### config.mk
export PLATFORM = sky130hd
export DESIGN_NAME = rename_dispatch_queue
export DESIGN_NICKNAME = d
export VERILOG_FILES = /design/src/rtl/rdq_pkg.sv /design/src/rtl/rdq_prefix_count.sv /design/src/rtl/rename_dispatch_queue.sv
export SDC_FILE = /design/constraint.sdc
export NUM_CORES = 2
export LEC_CHECK = 0
export BUFFER_PORTS_ARGS = -buffer_cell sky130_fd_sc_hd__clkbuf_2
export CAP_MARGIN = 20
export CELL_PAD_IN_SITES_DETAIL_PLACEMENT = 0
export CELL_PAD_IN_SITES_GLOBAL_PLACEMENT = 2
export CORE_MARGIN = 2
export CORE_UTILIZATION = 45
export CTS_BUF_LIST = sky130_fd_sc_hd__clkbuf_4 sky130_fd_sc_hd__clkbuf_8
export CTS_CLUSTER_DIAMETER = 60
export DETAILED_ROUTE_END_ITERATION = 10
export GPL_TIMING_DRIVEN = 0
export PLACE_DENSITY = 0.84
export SETUP_SLACK_MARGIN = 0.5
export SLEW_MARGIN = 20
export SYNTH_ARGS = -nofsm -noshare
export SYNTH_HDL_FRONTEND = slang
export SYNTH_SLANG_ARGS = --single-unit
### constraint.sdc
create_clock -name clock -period 12.4 [get_ports clock]
set_input_delay 2.48 -clock clock [delete_from_list [all_inputs] [get_ports clock]]
set_output_delay 2.48 -clock clock [all_outputs]
set_load 0.01 [all_outputs]
### src/rtl/rdq_pkg.sv
// Shared types and helpers for the rename-to-dispatch queue.
// Entry layout, pointer/count widths and lane compaction offsets.
package rdq_pkg;

  localparam int RENAME_WIDTH       = 2;
  localparam int PRF_INT_INDEX_SIZE = 7;
  localparam int RDQ_DEPTH          = 16;
  localparam int RDQ_PAYLOAD_W      = 64;
  localparam int RDQ_PTR_W          = $clog2(RDQ_DEPTH);
  localparam int RDQ_CNT_W          = $clog2(RDQ_DEPTH) + 1;
  localparam int RDQ_OFF_W          = $clog2(RENAME_WIDTH + 1);

  typedef logic [PRF_INT_INDEX_SIZE-1:0] preg_t;

  typedef struct packed {
    preg_t                    prs1;
    preg_t                    prs2;
    preg_t                    prd;
    preg_t                    prev_rd;
    logic                     prev_rd_valid;
    logic [RDQ_PAYLOAD_W-1:0] payload;
  } rdq_entry_t;

  typedef logic [RENAME_WIDTH-1:0][RDQ_OFF_W-1:0] lane_off_t;

  // Exclusive prefix sum: slot offset of each lane relative to tail.
  function automatic lane_off_t lane_compact_offsets(input logic [RENAME_WIDTH-1:0] valid);
    lane_off_t            off;
    logic [RDQ_OFF_W-1:0] acc;
    acc = '0;
    for (int i = 0; i < RENAME_WIDTH; i++) begin
      off[i] = acc;
      acc    = acc + RDQ_OFF_W'(valid[i]);
    end
    return off;
  endfunction

endpackage

### src/rtl/rdq_prefix_count.sv
// Popcount (LEADING=0) or leading-ones run length from bit 0 (LEADING=1).
// Latency: combinational. Backpressure: none.
// Used for enqueue lane count and in-order dispatch count.
module rdq_prefix_count #(
  parameter int W       = 2,
  parameter bit LEADING = 1'b0
) (
  input  logic [W-1:0]           vec,
  output logic [$clog2(W+1)-1:0] cnt
);

  localparam int CW = $clog2(W + 1);

  logic run;

  always_comb begin
    cnt = '0;
    run = 1'b1;
    for (int i = 0; i < W; i++) begin
      run = run & vec[i];
      if (LEADING ? run : vec[i]) cnt = cnt + CW'(1);
    end
  end

endmodule

### src/rtl/rename_dispatch_queue.sv
// In-order circular buffer from rename to dispatch; sparse input lanes are compacted.
// Latency: 1 cycle push-to-dispatch. Backpressure: stall_out when free slots < IN_WIDTH.
// Dispatch pops only the leading prefix of valid&ready lanes; recover flushes everything.
module rename_dispatch_queue
  import rdq_pkg::*;
#(
  parameter int DEPTH         = RDQ_DEPTH,
  parameter int IN_WIDTH      = RENAME_WIDTH,
  parameter int OUT_WIDTH     = 2,
  parameter int PAYLOAD_WIDTH = RDQ_PAYLOAD_W
) (
  input  logic                                         clock,
  input  logic                                         reset,
  input  logic                                         recover,
  input  logic [IN_WIDTH-1:0]                          in_valid,
  input  logic [IN_WIDTH-1:0][PRF_INT_INDEX_SIZE-1:0]  in_prs1,
  input  logic [IN_WIDTH-1:0][PRF_INT_INDEX_SIZE-1:0]  in_prs2,
  input  logic [IN_WIDTH-1:0][PRF_INT_INDEX_SIZE-1:0]  in_prd,
  input  logic [IN_WIDTH-1:0][PRF_INT_INDEX_SIZE-1:0]  in_prev_rd,
  input  logic [IN_WIDTH-1:0]                          in_prev_rd_valid,
  input  logic [IN_WIDTH-1:0][PAYLOAD_WIDTH-1:0]       in_payload,
  output logic                                         stall_out,
  output logic [OUT_WIDTH-1:0]                         out_valid,
  output rdq_entry_t [OUT_WIDTH-1:0]                   out_entry,
  input  logic [OUT_WIDTH-1:0]                         out_ready,
  output logic [$clog2(DEPTH):0]                       count
);

  localparam int PTR_W = $clog2(DEPTH);
  localparam int CNT_W = PTR_W + 1;
  localparam int PIN_W = $clog2(IN_WIDTH + 1);
  localparam int POUT_W = $clog2(OUT_WIDTH + 1);

  logic [PTR_W-1:0]     head_q;
  logic [PTR_W-1:0]     tail_q;
  logic [CNT_W-1:0]     count_q;
  rdq_entry_t           mem [DEPTH];

  logic [PIN_W-1:0]     n_push;
  logic [PIN_W-1:0]     n_push_eff;
  logic [POUT_W-1:0]    n_pop;
  logic                 push_en;
  lane_off_t            off;
  logic [OUT_WIDTH-1:0] fire_vec;
  rdq_entry_t           in_entry [IN_WIDTH];

  // Conservative: based on registered occupancy, ignores same-cycle pops.
  assign stall_out  = (CNT_W'(DEPTH) - count_q) < CNT_W'(IN_WIDTH);
  assign push_en    = !stall_out && !recover;
  assign n_push_eff = push_en ? n_push : '0;
  assign off        = lane_compact_offsets(in_valid);
  assign fire_vec   = out_valid & out_ready;
  assign count      = count_q;

  always_comb begin
    for (int i = 0; i < IN_WIDTH; i++) begin
      in_entry[i].prs1          = in_prs1[i];
      in_entry[i].prs2          = in_prs2[i];
      in_entry[i].prd           = in_prd[i];
      in_entry[i].prev_rd       = in_prev_rd[i];
      in_entry[i].prev_rd_valid = in_prev_rd_valid[i];
      in_entry[i].payload       = in_payload[i];
    end
  end

  always_comb begin
    for (int k = 0; k < OUT_WIDTH; k++) begin
      out_valid[k] = count_q > CNT_W'(k);
      out_entry[k] = mem[head_q + PTR_W'(k)];
    end
  end

  rdq_prefix_count #(.W(IN_WIDTH), .LEADING(1'b0)) u_push_cnt (
    .vec (in_valid),
    .cnt (n_push)
  );

  rdq_prefix_count #(.W(OUT_WIDTH), .LEADING(1'b1)) u_pop_cnt (
    .vec (fire_vec),
    .cnt (n_pop)
  );

  always_ff @(posedge clock or negedge reset) begin
    if (!reset) begin
      head_q  <= '0;
      tail_q  <= '0;
      count_q <= '0;
    end else if (recover) begin
      head_q  <= '0;
      tail_q  <= '0;
      count_q <= '0;
    end else begin
      tail_q  <= tail_q + PTR_W'(n_push_eff);
      head_q  <= head_q + PTR_W'(n_pop);
      count_q <= count_q + CNT_W'(n_push_eff) - CNT_W'(n_pop);
    end
  end

  // Array needs no reset: occupancy is tracked solely by count_q.
  always_ff @(posedge clock) begin
    if (push_en) begin
      for (int i = 0; i < IN_WIDTH; i++) begin
        if (in_valid[i]) mem[tail_q + PTR_W'(off[i])] <= in_entry[i];
      end
    end
  end

  a_occupancy: assert property (@(posedge clock) disable iff (!reset)
    (count_q <= CNT_W'(DEPTH)) && (CNT_W'(n_pop) <= count_q));

endmodule

==> results.tsv <==
stage	metric	value	unit
outcome	status	finished, final reports clean	
worst_setup_path	crit_path_start_kind	flop	
worst_setup_path	r2r_setup_slack	7950	ps
final_layout	stdcell_count	8509	
yosys	syn_avg_cell_area	17.74	um^2
drt	drt-initial-drc-count	7172	
final_layout	utilization	0.5233	
yosys	ys_ff_latch	1501	
floorplanning	rows	162	
global_routing	grt_max_degree	18	
clock_tree	cts_resized	0	
clock_tree	root_buffer	clkbuf_8	
yosys	ys_types	45	
drt	wl_per_cell	38.37	um
power	p_clk_frac	0.236	
placement	gp_congestion	0.8486	
clock_tree	cts_tree	yes	
yosys	synth_top_area_share	0.5090	
run	cap_violations	0	
floorplanning	die-area	198600	um^2
power	leakagePower	33.46	nW
placement	dp.final_hpwl	221100	um
worst_hold_path	hp-start	head_q[0]	
yosys	synth_seq_area_share	0.5127	
placement	place_ws	5562	ps
worst_hold_path	whs_path_depth	2	
final_layout	fin_area	101700	um^2
timing	setup_slack	4222	ps
yosys	ys.flop_type	edfxtp_1	
timing	holdWs	693.8	ps
power	power.density	194.7	nW/um^2
timing	clock-skew-final	50.07	ps
final_layout	layout-drive-gt1-share	0.6048	
floorplanning	fp.coreArea	194400	um^2
clock_tree	cts_num_sinks	1501	
drt	via_count	56870	
global_routing	grt_pass1_vias	58550	
timing	setup_violations	0	
placement	dp.cells	8007	
worst_setup_path	cp.arrival	5700	ps
drt	firstDrtPassIters	7	
final_layout	nets	5971	
worst_setup_path	critical_path.max_fanout	15	
worst_hold_path	whs_endpoint	head_q[0]	
yosys	synth_area_leaders	edfxtp_1 51%, mux4_2 21%, mux2_2 17%	
worst_setup_path	rr_endpoint	mem[11][35]	
placement	place_area	96460	um^2
timing	fmax	122.3	MHz
floorplanning	ios	387	
final_layout	final_cell_mix	1488 x edfxtp_1, 1353 x mux2_2, 837 x mux4_2	
worst_setup_path	critPathKind	flop to output pin	
global_routing	track_usage	0.3256	
global_routing	grt_pass1_wl	449400	um
yosys	synth_warnings	0	
drt	vias_per_cell	6.684	
clock_tree	hold_buffers	0	
drt	drc	0	
clock_tree	clk_pin_slew	60	ps
yosys	async_flop_share	0.008661	
floorplanning	die_width	445.7	um
clock_tree	clk_latency	1070	ps
timing	fin_tns_setup	0	ps
yosys	syn_inst	4948	
clock_tree	cts_inserted_buffers	288	
worst_setup_path	r2r_cells	16	
timing	hold_violations	0	
worst_setup_path	rr_startpoint	count[0]	
power	power.share.switching	0.3771	
clock_tree	clk_path_buf_depth	4	
power	vdd_drop_max	0.1643	mV
timing	finalCriticalPeriod	8178	ps
floorplanning	start_util	0.4516	
clock_tree	cts_max_level	5	
worst_setup_path	cp_data_required_time	9920	ps
global_routing	grt_overflow_total	0	
floorplanning	die_height	445.7	um
power	internal_power	12.33	mW
yosys	synth_nets	5164	
final_layout	syn2layout_area_growth	15.87	%
global_routing	antenna_found_initial	42	
placement	io_buffers	386	
timing	slew-limit-headroom	0.1195	
final_layout	layout_commonest_cell	edfxtp_1	
power	p_sw	7.468	mW
worst_setup_path	endpoint_kind	output pin	
timing	period_share	0.6596	
power	p_seq_frac	0.301	
power	power.total	19.80	mW
power	comb_power_share	0.463	
worst_hold_path	hp-class	flop to flop	
yosys	yosys.area.top_type	edfxtp_1	
yosys	synth-edff-count	1488	
timing	tightest_slew	1321	ps
timing	slew_violations	0	
drt	routed_wl	326500	um
drt	drtAntennaViolNets	0	
clock_tree	post_cts_buffers	0	
yosys	synth_area	87790	um^2
timing	rsz0062_at_grt	false	
power by group through the flow:
stage               clock network [mW]  logic (mW)  registers, mW
CTS                               4.71        9.11           5.95
global placement                     0        8.82           6.23
global route                      4.91        9.44           5.97
finish                            4.68        9.17           5.95
floorplan                            0        5.41           6.07
detailed placement                   0        9.08           6.05
synthesized netlist by cell type, types with 19 or more instances:
| library cell | count |
|---|---|
| a211oi_1 | 93 |
| a21oi_1 | 94 |
| and2_1 | 91 |
| buf_2 | 181 |
| buf_4 | 67 |
| buf_6 | 39 |
| clkbuf_1 | 289 |
| edfxtp_1 | 1488 |
| ha_1 | 19 |
| mux2_2 | 1353 |
| mux2_4 | 118 |
| mux2i_1 | 89 |
| mux4_2 | 837 |
metal layers:
| layer | up-vias | global-route usage | wire (um) |
|---|---|---|---|
| met2 | 4006 | 0.5183 | 154700 |
| met3 | 986 | 0.07424 | 33780 |
| met4 | 26 | 0.1896 | 20800 |
| li1 | 22260 | - | - |
| met1 | 29600 | 0.4094 | 117100 |
| met5 | - | 0 | 160 |
final cells by class:
type / count / area (um^2)
repair buffers: 517 / 5279
well taps: 2542 / 3181
plain buffers: 593 / 3034
clock buffers: 395 / 4823
clock inverters: 68 / 326.6
multi-input cells: 2837 / 39900
inverters: 17 / 63.81
fillers: 15790 / 92670
flip-flops and latches: 1501 / 45010
diodes: 39 / 97.59
state kept, by name, summed over array words and instances, names as in the netlist:
| signal | flops |
|---|---|
| head_q | 4 |
| count | 5 |
| tail_q | 4 |
| mem | 1488 |
cell families after synthesis:
| kind of cell | share of synthesized area |
|---|---|
| AOI/OAI and AO/OA | 0.01539 |
| DFF | 0.5127 |
| and+or+nand+nor | 0.01162 |
| adders and majority gates | 0.003620 |
| xor gates and xnor gates | 0.0009978 |
| muxes | 0.4208 |
| buffers and inverters | 0.03486 |
worst max-delay path, stage by stage, from the launching register on:
cell and delay (ps):
dfrtp_1 330, buf_2 450, buf_2 800, buf_4 450, buf_2 480, buf_4 370, buf_2 610, mux2i_1 230
a21oi_1 650, clkbuf_2 260
worst max path at each step:
stage	start	to	slack, ps	cells past startpoint
floorplan	recover	mem[13][0]	2410	3
global placement	recover	mem[5][57]	-9730	4
detailed placement	head_q[2]	out_entry[91]	5560	9
CTS	head_q[2]	out_entry[91]	4440	9
global route	head_q[2]	out_entry[91]	4420	9
finish	head_q[2]	out_entry[91]	4220	9
Power figures use the tool's default switching activity.
